==> src/rtl/instr_aligner.sv <==
// Instruction aligner: splits fetch lines into 16-bit parcels and reassembles RISC-V instructions for decode.
// Define ALIGNER_RVC_EN for compressed/straddle support; otherwise odd parcel starts raise dec_fault.
module instr_aligner #(
  parameter int unsigned ADDR_WIDTH = 32,
  parameter int unsigned DATA_WIDTH = 128
) (
  input  logic                  clk,
  input  logic                  rst_n,
  input  logic                  flush,
  output logic                  fetch_rd_en,
  input  logic                  fetch_rd_valid,
  input  logic                  fetch_empty,
  input  logic [DATA_WIDTH-1:0] fetch_instr,
  input  logic                  fetch_is_first,
  input  logic [ADDR_WIDTH-1:0] fetch_base_addr,
  output logic                  dec_valid,
  input  logic                  dec_ready,
  output logic [31:0]           dec_instr,
  output logic [ADDR_WIDTH-1:0] dec_pc,
  output logic                  dec_is_rvc,
  output logic                  dec_fault
);
  localparam int unsigned NP = DATA_WIDTH / 16;
  localparam int unsigned OW = $clog2(NP);
  localparam logic [ADDR_WIDTH-1:0] LINE_MASK = ADDR_WIDTH'(DATA_WIDTH / 8 - 1);

  typedef enum logic [2:0] {IDLE, REQ, WAIT, ACTIVE, STRAD} state_e;

  state_e                state_q, state_d;
  logic [DATA_WIDTH-1:0] line_q, line_d;
  logic [ADDR_WIDTH-1:0] laddr_q, laddr_d;
  logic [OW-1:0]         ptr_q, ptr_d;
  logic                  sync_wait_q, sync_wait_d;
  logic                  out_valid_q, out_valid_d;
  logic [31:0]           out_instr_q, out_instr_d;
  logic [ADDR_WIDTH-1:0] out_pc_q, out_pc_d;
  logic                  out_rvc_q, out_rvc_d;
  logic                  out_fault_q, out_fault_d;
`ifdef ALIGNER_RVC_EN
  logic                  pend_valid_q, pend_valid_d;
  logic [15:0]           pend_q, pend_d;
  logic [ADDR_WIDTH-1:0] pend_pc_q, pend_pc_d;
  logic                  src_pend;
`endif

  logic                  load, take, src_valid, out_free;
  logic [DATA_WIDTH-1:0] src_line;
  logic [ADDR_WIDTH-1:0] src_addr, src_pc, ex_pc;
  logic [OW-1:0]         src_ptr;
  logic [15:0]           parcel [NP];
  logic                  straddle, last, fault, is_rvc;
  logic [31:0]           ex_instr;
  logic [OW:0]           ptr_sum;

  // The line returning this cycle is decoded directly so the first instruction lands one cycle after rd_valid.
  always_comb begin
    load      = (state_q == WAIT) && fetch_rd_valid && !flush;
    take      = load && (fetch_is_first || !sync_wait_q);
    src_line  = load ? fetch_instr : line_q;
    src_addr  = load ? (fetch_base_addr & ~LINE_MASK) : laddr_q;
    src_ptr   = load ? (fetch_is_first ? fetch_base_addr[OW:1] : '0) : ptr_q;
    src_valid = take || (state_q == ACTIVE) || (state_q == STRAD);
    src_pc    = src_addr + ADDR_WIDTH'({src_ptr, 1'b0});
`ifdef ALIGNER_RVC_EN
    src_pend  = load ? (pend_valid_q && !fetch_is_first) : (state_q == STRAD);
`endif
    for (int unsigned i = 0; i < NP; i++) parcel[i] = src_line[16*i +: 16];
  end

  always_comb begin
    ptr_sum  = {1'b0, src_ptr} + (OW+1)'(2);
    ex_instr = {parcel[src_ptr + OW'(1)], parcel[src_ptr]};
    ex_pc    = src_pc;
    is_rvc   = 1'b0;
    fault    = 1'b0;
    straddle = 1'b0;
`ifdef ALIGNER_RVC_EN
    if (src_pend) begin
      ex_instr = {parcel[0], pend_q};
      ex_pc    = pend_pc_q;
      ptr_sum  = (OW+1)'(1);
    end else if (parcel[src_ptr][1:0] != 2'b11) begin
      ex_instr = {16'h0000, parcel[src_ptr]};
      is_rvc   = 1'b1;
      ptr_sum  = {1'b0, src_ptr} + (OW+1)'(1);
    end else if (src_ptr == OW'(NP - 1)) begin
      straddle = 1'b1;
    end
`else
    if (src_ptr[0]) begin
      ex_instr = '0;
      fault    = 1'b1;
    end
`endif
    last = ptr_sum[OW] || fault;
  end

  always_comb begin
    state_d     = state_q;
    line_d      = line_q;
    laddr_d     = laddr_q;
    ptr_d       = ptr_q;
    sync_wait_d = sync_wait_q;
    out_valid_d = out_valid_q;
    out_instr_d = out_instr_q;
    out_pc_d    = out_pc_q;
    out_rvc_d   = out_rvc_q;
    out_fault_d = out_fault_q;
`ifdef ALIGNER_RVC_EN
    pend_valid_d = pend_valid_q;
    pend_d       = pend_q;
    pend_pc_d    = pend_pc_q;
`endif
    fetch_rd_en = 1'b0;
    out_free    = !out_valid_q || dec_ready;
    if (out_free) out_valid_d = 1'b0;

    case (state_q)
      IDLE:    if (!fetch_empty) state_d = REQ;
      REQ:     begin fetch_rd_en = 1'b1; state_d = WAIT; end
      WAIT:    if (fetch_rd_valid && !take) state_d = IDLE;
      default: ;
    endcase

    if (take) begin
      line_d      = fetch_instr;
      laddr_d     = src_addr;
      ptr_d       = src_ptr;
      sync_wait_d = 1'b0;
      state_d     = ACTIVE;
`ifdef ALIGNER_RVC_EN
      pend_valid_d = 1'b0;
      if (src_pend) state_d = STRAD;
`endif
    end

    if (src_valid) begin
      if (straddle) begin
`ifdef ALIGNER_RVC_EN
        pend_valid_d = 1'b1;
        pend_d       = parcel[src_ptr];
        pend_pc_d    = src_pc;
`endif
        state_d = fetch_empty ? IDLE : REQ;
      end else if (out_free) begin
        out_valid_d = 1'b1;
        out_instr_d = ex_instr;
        out_pc_d    = ex_pc;
        out_rvc_d   = is_rvc;
        out_fault_d = fault;
        ptr_d       = ptr_sum[OW-1:0];
        state_d     = last ? (fetch_empty ? IDLE : REQ) : ACTIVE;
        if (fault) sync_wait_d = 1'b1;
      end
    end

    if (flush) begin
      state_d     = IDLE;
      out_valid_d = 1'b0;
      sync_wait_d = 1'b1;
      fetch_rd_en = 1'b0;
`ifdef ALIGNER_RVC_EN
      pend_valid_d = 1'b0;
`endif
    end
  end

  always_ff @(posedge clk) begin
    if (!rst_n) begin
      state_q     <= IDLE;
      line_q      <= '0;
      laddr_q     <= '0;
      ptr_q       <= '0;
      sync_wait_q <= 1'b1;
      out_valid_q <= 1'b0;
      out_instr_q <= '0;
      out_pc_q    <= '0;
      out_rvc_q   <= 1'b0;
      out_fault_q <= 1'b0;
`ifdef ALIGNER_RVC_EN
      pend_valid_q <= 1'b0;
      pend_q       <= '0;
      pend_pc_q    <= '0;
`endif
    end else begin
      state_q     <= state_d;
      line_q      <= line_d;
      laddr_q     <= laddr_d;
      ptr_q       <= ptr_d;
      sync_wait_q <= sync_wait_d;
      out_valid_q <= out_valid_d;
      out_instr_q <= out_instr_d;
      out_pc_q    <= out_pc_d;
      out_rvc_q   <= out_rvc_d;
      out_fault_q <= out_fault_d;
`ifdef ALIGNER_RVC_EN
      pend_valid_q <= pend_valid_d;
      pend_q       <= pend_d;
      pend_pc_q    <= pend_pc_d;
`endif
    end
  end

  assign dec_valid  = out_valid_q;
  assign dec_instr  = out_instr_q;
  assign dec_pc     = out_pc_q;
  assign dec_is_rvc = out_rvc_q;
  assign dec_fault  = out_fault_q;
endmodule

==> config.mk <==
export PLATFORM = sky130hd
export DESIGN_NAME = instr_aligner
export DESIGN_NICKNAME = d
export VERILOG_FILES = /design/src/rtl/instr_aligner.sv
export SDC_FILE = /design/constraint.sdc
export NUM_CORES = 1
export LEC_CHECK = 0
export CAP_MARGIN = 10
export CORE_MARGIN = 2
export CORE_UTILIZATION = 56
export DETAILED_ROUTE_END_ITERATION = 6
export PLACE_DENSITY = 0.82
export SYNTH_ARGS = -nofsm -noshare
export SYNTH_HDL_FRONTEND = slang
export SYNTH_SLANG_ARGS = --single-unit
==> constraint.sdc <==
create_clock -name clk -period 9 [get_ports clk]
set_input_delay 2.25 -clock clk [delete_from_list [all_inputs] [get_ports clk]]
set_output_delay 2.25 -clock clk [all_outputs]
set_load 0.02 [all_outputs]
# Word level (Yosys, flattened, before mapping)
# Cells that the tools add are included.
[op_classes] n_addsub=3 multipliers=0 div_mod_pow=0 n_lt_le_gt_ge=2 n_eq_ne=4 n_shift=0 n_mux=32 bitwise_logic=3 reduce_logical=16
[op_table] operator="128-bit two-way mux" n=1
[op_table] operator="16-bit binary-select mux with 3-bit select" n=2
[op_table] operator="16-bit two-way mux" n=4
[op_table] operator="32-bit two-way mux" n=2
[op_table] operator="32-bit by 4-bit adder with 32-bit output" n=1
[op_table] operator="3-bit two-way mux" n=10
[op_table] operator="1-bit two-way mux" n=11
[op_table] operator="3-bit one-hot mux with 3 select lines" n=1
[op_table] operator="4-bit >= comparator, second input constant" n=2
[op_table] operator="3-bit NOT with 4-bit output" n=2
[op_table] operator="3-bit by 2-bit == test with 1-bit output, second input constant" n=2
[op_table] operator="1-bit logical OR" n=5
[op_table] operator="3-bit by 2-bit adder with 4-bit output, second input constant" n=1
[op_table] operator="1-bit logical AND" n=4
[op_table] operator="1-bit logical NOT" n=4
[op_table] operator="3-bit by 1-bit adder with 3-bit output, second input constant" n=1
[op_table] operator="3-bit by 1-bit == test with 1-bit output, second input constant" n=1
[op_table] operator="3-bit == test, second input constant" n=1
[op_table] operator="3-bit logical NOT" n=1
[op_table] operator="2-bit two-way mux" n=1
[op_table] operator="2-bit AND reduction" n=1
[op_table] operator="2-bit OR reduction" n=1
[op_table] operator="1-bit NOT" n=1
[totals] reg_bits=233 latch_bits=0 ram_bits=0 romBits=0 inputBits=167 memories=0

# Depth between registers and ports, before layout
# Gate-level depths: netlist of run 1.
[depth] word_depth=11 ltp_mapped=17

# Worst setup path before layout of run 1
# Ideal clock, no wire load.
[synth_timing] kind="input -> register" from="input port fetch_rd_valid" to="register out_pc_q[31], in the netlist dec_pc[31]" t_arrival_ps=5789 slack_ps=3093 stages=16 path_buffers=4 cell_sequence="and4bb_2 nand2_1 clkbuf_1 buf_1 clkbuf_1 and2_1 ha_1 inv_1 fa_1 nor2b_1 o221ai_1 a222oi_1 buf_4 or4b_1 xnor2_1 o21ai_1"
[synth_between] word_cells_on_any_way=9
[synth_rtl] item="from (decl)" line_no="11" source="input logic fetch_rd_valid,"
[synth_rtl] item="1-bit logical AND (2 in a row)" line_no="57" source="load = (state_q == WAIT) && fetch_rd_valid && !flush;"
[synth_rtl] item="32-bit two-way mux" line_no="60" source="src_addr = load ? (fetch_base_addr & ~LINE_MASK) : laddr_q;"
[synth_rtl] item="via src_addr[1]" line_no="48" source="logic [ADDR_WIDTH-1:0] src_addr, src_pc, ex_pc;"
[synth_rtl] item="32-bit by 4-bit adder with 32-bit output" line_no="63" source="src_pc = src_addr + ADDR_WIDTH'({src_ptr, 1'b0});"
[synth_rtl] item="to (signal assigned)" line_no="193" source="out_pc_q <= out_pc_d;"
[synth_rtl] item="to (decl)" line_no="36" source="logic [ADDR_WIDTH-1:0] out_pc_q, out_pc_d;"
# The timed path passes the listed nets, and every way through them passes these cells.
# A chain may end at the register's enable or synchronous reset.

# Worst setup path in the final report of run 1
[layout_timing] from="input port fetch_rd_valid" to="register out_pc_q[31], in the netlist dec_pc[31]"
[layout_between] elab_chain_cells=6 word_cells_on_any_way=9
[layout_lines] item="1-bit logical AND * (2 in a row)" line_no="57"
[layout_lines] item="parallel branches: the longest is 4 deep, another holds 32-bit by 4-bit adder with 32-bit output"
# Every way passes the cells marked *.

==> metrics.csv, run 1 <==
metric;value;unit
status;complete, no violations;
period_minus_slack;6.395;ns
hold_buffers;0;
syn_area;11450;um^2
grt_pass1_vias;10600;
layout.cells.non_filler;1865;
path_max_fanout;23;
avgSynthCellArea;8.124;um^2
ys_seq_area_share;40.72;%
clk_latency;0.53;ns
ys_warn_count;0;
synth_edf_count;0;
pwr-share-clk;48.2;%
numCtsBuffers;26;
numClockSinks;233;
die-area;21610;um^2
post_cts_buffers;0;
setup_slack;2.605;ns
fmax;0.1564;GHz
skew;0.006938;ns
fill_cells;1582;
setup.worst_path.end_class;flop;
relSlewSlack;18.26;%
synthCells;1410;
power_density;156.0;nW/um^2
cts_root_buffer;clkbuf_16;
grt_pass1_wl;53920;um
ioPinCount;235;
pre_cts_slack;2.119;ns
switching_share;22.05;%
ant_nets;0;
gp_congestion;0.9185;
antenna_found_initial;2;
synth_flop_cell;dfxtp_1;
die_y;147.0;um
port_buffers;232;
clk_pin_slew;0.06;ns
drc_errors;0;
drive_above_1_share;7.533;%
reg2regPathDepth;14;
p_comb_share;6.8;%
cp-start-kind;input pin;
core_area;20170;um^2
start_util;56.79;%
placed_cell_area;13830;um^2
ir_drop;132.0;uV
hold_viol;0;
cts_tree;built;
dpl.hpwl;21070;um
cap_violations;0;
nets;1746;
drt_iter0_markers;934;
rows;52;
intPower;1.793;mW
place_inst;1815;
ctsResizeCount;0;
grt_max_degree;101;
finalSetupTns;0;ns
power.leakage;4.799;nW
rsz0062_at_grt;no;
critPathArrivalTime;6.79;ns
hold_path_class;flop to flop;
ctsLongestPathBuffers;3;
synth-seq-cells;233;
switching_power;0.5072;mW
gr-total-overflow;0;
max_slew.worst_pin.slew;1.223;ns
async_flop_share;0;%
wl_per_cell;17.97;um
vias;11110;
syn-num-nets;1583;
required;9.39;ns
area_growth;28.72;%
vias_per_cell;5.959;
h-tree-depth;1;
grt_use_total;30.23;%
final_area;14740;um^2
dr.pass1.iters;6;
whs_path_depth;2;
p_seq_share;45.0;%
path_class;input pin to flop;
period_share;71.05;%
synth.distinct_cells;60;
setup_viol;0;
slew_viol_final;0;
die_w;147.0;um
wirelength;33510;um
==> kinds of logic (layout without fill, tap and decap cells) <==
family          Yosys count  count (layout)  share of synthesized area, %
compound gates          368             368                         18.46
xor+xnor                 23              23                         1.824
fa+ha+maj                 6               6                        0.7209
buf+inv                 122             305                         4.249
flops                   233             233                         40.72
mux                     106             106                         12.86
other cells               1               3                       0.03274
simple gates            551             551                         21.14
==> cell usage in the layout (no fill, tap or decap), types with 11 or more instances in the layout <==
| master | count |
|---|---|
| a21oi_1 | 211 |
| buf_4 | 19 |
| nand2_1 | 400 |
| nand3_1 | 34 |
| o21ai_0 | 47 |
| mux2i_1 | 65 |
| dfxtp_1 | 232 |
| a211oi_1 | 57 |
| clkbuf_16 | 27 |
| nor2_1 | 11 |
| o21ai_1 | 14 |
| clkdlybuf4s50_1 | 232 |
| and3_1 | 48 |
| nand4_1 | 13 |
| xnor2_1 | 13 |
| mux4_2 | 32 |
==> Yosys cell counts (2+ instances only) <==
cell       count  share of area [%]
nand2_1      402                 13
dfxtp_1      233                 41
a21oi_1      211                9.2
clkbuf_1      96                3.1
mux2i_1       65                5.7
a211oi_1      57                3.7
and3_1        49                2.7
o21ai_0       47                2.1
nand3_1       34                1.5
mux4_2        32                6.3
o21ai_1       14               0.61
nand4_1       13               0.71
xnor2_1       13               0.99
nor2_1        12               0.39
mux2_2         9               0.88
xor2_1         9               0.69
buf_1          8               0.26
buf_2          8               0.35
o211ai_1       7               0.46
nor3_1         6               0.26
o2111ai_1      6               0.46
a21o_1         5               0.33
ha_1           5               0.55
inv_1          5               0.16
or3_1          5               0.27
a31oi_1        4               0.22
nand2b_1       4               0.22
nor4_1         4               0.22
a22oi_1        3               0.20
and4_1         3               0.23
buf_4          3               0.20
nor3b_1        3               0.20
o221ai_1       3               0.23
a222oi_1       2               0.17
and2_1         2               0.11
nor2b_1        2               0.11
or4_1          2               0.13
or4b_1         2               0.17
==> worst max-delay path: stages <==
cell             delay [ns]
clkdlybuf4s50_1        0.57
nand4bb_4              0.39
nor2_4                 0.67
nand3_1                0.22
nand2_1                0.19
ha_1                   0.20
inv_1                  0.06
fa_1                   0.43
nor2b_1                0.25
o221ai_1               0.25
a222oi_1               0.36
buf_4                  0.24
or4b_1                 0.47
xnor2_1                0.16
o21ai_1                0.07
==> final timing paths <==
check	start	to	slack [ns]
setup / recovery	fetch_rd_valid	dec_pc[31]$_SDFFE_PN0P_	2.61
hold / removal	dec_instr[22]$_SDFFE_PN0P_	dec_instr[22]$_SDFFE_PN0P_	0.45
setup reg to reg	state_q[0]$_SDFF_PP0_	dec_pc[31]$_SDFFE_PN0P_	4.33
hold reg to reg	dec_instr[22]$_SDFFE_PN0P_	dec_instr[22]$_SDFFE_PN0P_	0.45
==> state kept, by name, summed over array words and instances, names as in the netlist, named ones only <==
signal and count:
ptr_q 3, dec_fault 1, line_q 128, laddr_q 32, sync_wait_q 1, dec_instr 32, state_q 3, dec_pc 32
==> power groups by stage <==
stage | combinational, mW | clock (mW) | sequential, mW
floorplan | 0.0496 | 0 | 1.06
global placement | 0.153 | 0 | 1.06
detailed placement | 0.154 | 0 | 1.06
CTS | 0.155 | 1.13 | 1.04
global route | 0.166 | 1.17 | 1.04
finish | 0.157 | 1.11 | 1.04
==> cell type report <==
class                   instances  area (um^2)  share of cell area [%]
clock inverters                 9        101.3                  0.6874
repair buffers                251         2465                   16.72
flip-flops and latches        233         4666                   31.64
well taps                     270        337.8                   2.291
clock buffers                  39        810.8                   5.499
inverters                       6        25.02                  0.1697
diodes                          2        5.005                 0.03394
multi-input cells            1055         6334                   42.96
==> stage by stage <==
stage | hold slack (ns) | power [mW] | util (%)
6_report | 0.4480 | 2.300 | 73.10
5_1_grt | 0.4643 | 2.368 | 73.08
4_1_cts | 0.4502 | 2.316 | 73.08
3_5_place_dp | 0.4420 | 1.212 | 68.55
3_3_place_gp | 0.4341 | 1.211 | 68.55
2_1_floorplan | 0.4331 | 1.107 | -
==> metal layers <==
| layer | up-vias | part of all wire (%) | global-route usage, % | wire length (um) |
|---|---|---|---|---|
| li1 | 5298 | - | - | - |
| met1 | 5258 | 41 | 40.04 | 13710 |
| met2 | 485 | 48 | 50.61 | 15940 |
| met3 | 71 | 8.9 | 5.683 | 2991 |
| met4 | 2 | 2.6 | 9.183 | 855 |
| met5 | - | 0.030 | 0 | 10 |
Note: power is estimated with default switching activity, not from simulation.
==> inputs of run 2 (changes only) <==
--- a/config.mk
+++ b/config.mk
@@ -7,9 +7,9 @@
 export LEC_CHECK = 0
 export CAP_MARGIN = 10
 export CORE_MARGIN = 2
-export CORE_UTILIZATION = 56
+export CORE_UTILIZATION = 52
 export DETAILED_ROUTE_END_ITERATION = 6
-export PLACE_DENSITY = 0.82
+export PLACE_DENSITY = 0.77
 export SYNTH_ARGS = -nofsm -noshare
 export SYNTH_HDL_FRONTEND = slang
 export SYNTH_SLANG_ARGS = --single-unit
==> constraint.sdc (replaced) <==
create_clock -name clk -period 6.5 [get_ports clk]
set_input_delay 1.625 -clock clk [delete_from_list [all_inputs] [get_ports clk]]
set_output_delay 1.625 -clock clk [all_outputs]
set_load 0.02 [all_outputs]
==> metrics.csv, run 2 (synthesis results as in run 1) <==
metric;value;unit;change
critPathArrivalTime;5.67;ns;-1.12 ns
required;6.90;ns;-2.49 ns
rows;54;;+3.8%
h-tree-depth;1;;unchanged
hold-worst-slack;0.4471;ns;-0.0009050 ns
hold_buffers;0;;unchanged
die-area;23230;um^2;+7.5%
clk_pin_slew;0.06;ns;about the same
path_class;input pin to flop;;
power.leakage;4.783;nW;-0.34%
placed_cell_area;13900;um^2;+0.51%
ctsResizeCount;0;;unchanged
largest_register_ffs;128;;unchanged
start_util;52.65;%;-4.1 points
ctsLongestPathBuffers;3;;unchanged
path_max_fanout;25;;+8.7%
final_area;14720;um^2;-0.19%
vias;11080;;-0.31%
antenna_found_initial;2;;unchanged
p_comb_share;7.1;%;+0.3 points
numClockSinks;233;;unchanged
multi_input_area;6346;um^2;+0.20%
slew_viol_final;0;;unchanged
numCtsBuffers;26;;unchanged
grt_use_total;27.78;%;-2.4 points
drc_errors;0;;unchanged
clk_latency;0.52;ns;about the same
dpl.hpwl;21920;um;+4.0%
rsz0062_at_grt;no;;
power_density;207.9;nW/um^2;+33%
hold_path_class;flop to flop;;
port_buffers;232;;unchanged
fill_cells;1841;;+16%
hold_viol;0;;unchanged
status;complete, no violations;;
relSlewSlack;28.32;%;+10 points
dr.pass1.iters;5;;-1
finalSetupTns;0;ns;unchanged
utilization;67.64;%;-5.5 points
fmax;0.1896;GHz;
skew;0.01001;ns;+0.003068 ns
drt_iter0_markers;880;;-5.8%
die_w;152.4;um;+3.7%
drive_above_1_share;7.528;%;about the same
core_area;21760;um^2;+7.9%
wl_per_cell;18.24;um;+1.5%
ant_nets;0;;unchanged
grt_max_degree;107;;+5.9%
vias_per_cell;5.909;;-0.85%
switching_power;0.6934;mW;+37%
ir_drop;181.5;uV;+37%
setup_viol;0;;unchanged
grt_pass1_wl;53810;um;-0.19%
period_share;81.14;%;
area_growth;28.48;%;
setup.worst_path.end_class;flop;;
register_area;4666;um^2;unchanged
pwr-share-clk;46.0;%;-2.2 points
wirelength;34200;um;+2.1%
intPower;2.366;mW;+32%
die_y;152.4;um;+3.7%
period_minus_slack;5.274;ns;
ioPinCount;235;;unchanged
setup_slack;1.226;ns;-1.379 ns
pre_cts_slack;0.7444;ns;-1.375 ns
cp-start-kind;input pin;;
regMostFlops;line_q;;
p_seq_share;46.9;%;+1.9 points
switching_share;22.66;%;+0.61 points
mostFrequentLayoutCells;400 x nand2_1, 232 x dfxtp_1, 232 x clkdlybuf4s50_1;;
nets;1750;;+0.23%
grt_pass1_vias;10440;;-1.5%
gr-total-overflow;0;;unchanged
cap_violations;0;;unchanged
gp_congestion;0.8910;;-3.0%
cts_root_buffer;clkbuf_16;;
post_cts_buffers;0;;unchanged
cts_tree;built;;
final_common_cell;nand2_1;;
max_slew.worst_pin.slew;1.074;ns;-0.1494 ns
## run 2: final timing paths
kind                               from  cells past startpoint  slack [ns]                    endpoint
min reg2reg  dec_instr[28]$_SDFFE_PN0P_                      2        0.45  dec_instr[28]$_SDFFE_PN0P_
max                      fetch_rd_valid                     13        1.23     dec_pc[31]$_SDFFE_PN0P_
min          dec_instr[28]$_SDFFE_PN0P_                      2        0.45  dec_instr[28]$_SDFFE_PN0P_
max reg2reg       state_q[0]$_SDFF_PP0_                     14        1.74     dec_pc[31]$_SDFFE_PN0P_
## run 2: per-stage QoR
stage | std cells | total power, mW
2_1_floorplan | 1410 | 1.533
3_3_place_gp | 1829 | 1.680
3_5_place_dp | 1829 | 1.681
4_1_cts | 1874 | 3.081
5_1_grt | 1875 | 3.153
6_report | 1875 | 3.060
## run 2: cell type report
class / count / share of cell area [%]
clock buffer: 37 / 5.254
tap: 280 / 2.381
multi-input combinational: 1055 / 43.12
clock inverter: 8 / 0.2976
antenna: 1 / 0.01700
sequential: 233 / 31.70
inverter: 6 / 0.1870
timing repair buffer: 255 / 17.04
## run 2: critical path: stages
cell and delay [ns]:
clkdlybuf4s50_1 0.54, and4bb_2 0.40, nand2_4 0.21, o21ai_0 0.50, inv_1 0.12, fa_1 0.41, nor2b_1 0.27, o221ai_1 0.24
a222oi_1 0.40, buf_4 0.25, or4b_1 0.47, xnor2_1 0.15, o21ai_1 0.07
## run 2: metal layers
layer	share of wire [%]	global-route usage (%)	up-vias	routed length [um]
met1	43	37.69	5205	14690
met2	47	45.32	499	15930
met5	0.038	0	-	13
met3	7.9	4.807	77	2700
li1	-	-	5296	-
met4	2.5	9.171	2	872
## run 2: power groups by stage
| stage | registers (mW) | clock network [mW] | logic, mW |
|---|---|---|---|
| after detailed placement | 1.47 | 0 | 0.213 |
| after CTS | 1.44 | 1.43 | 0.215 |
| final | 1.44 | 1.41 | 0.217 |
| after global routing | 1.44 | 1.49 | 0.230 |
| after floorplan | 1.46 | 0 | 0.0686 |
| after global placement | 1.47 | 0 | 0.213 |
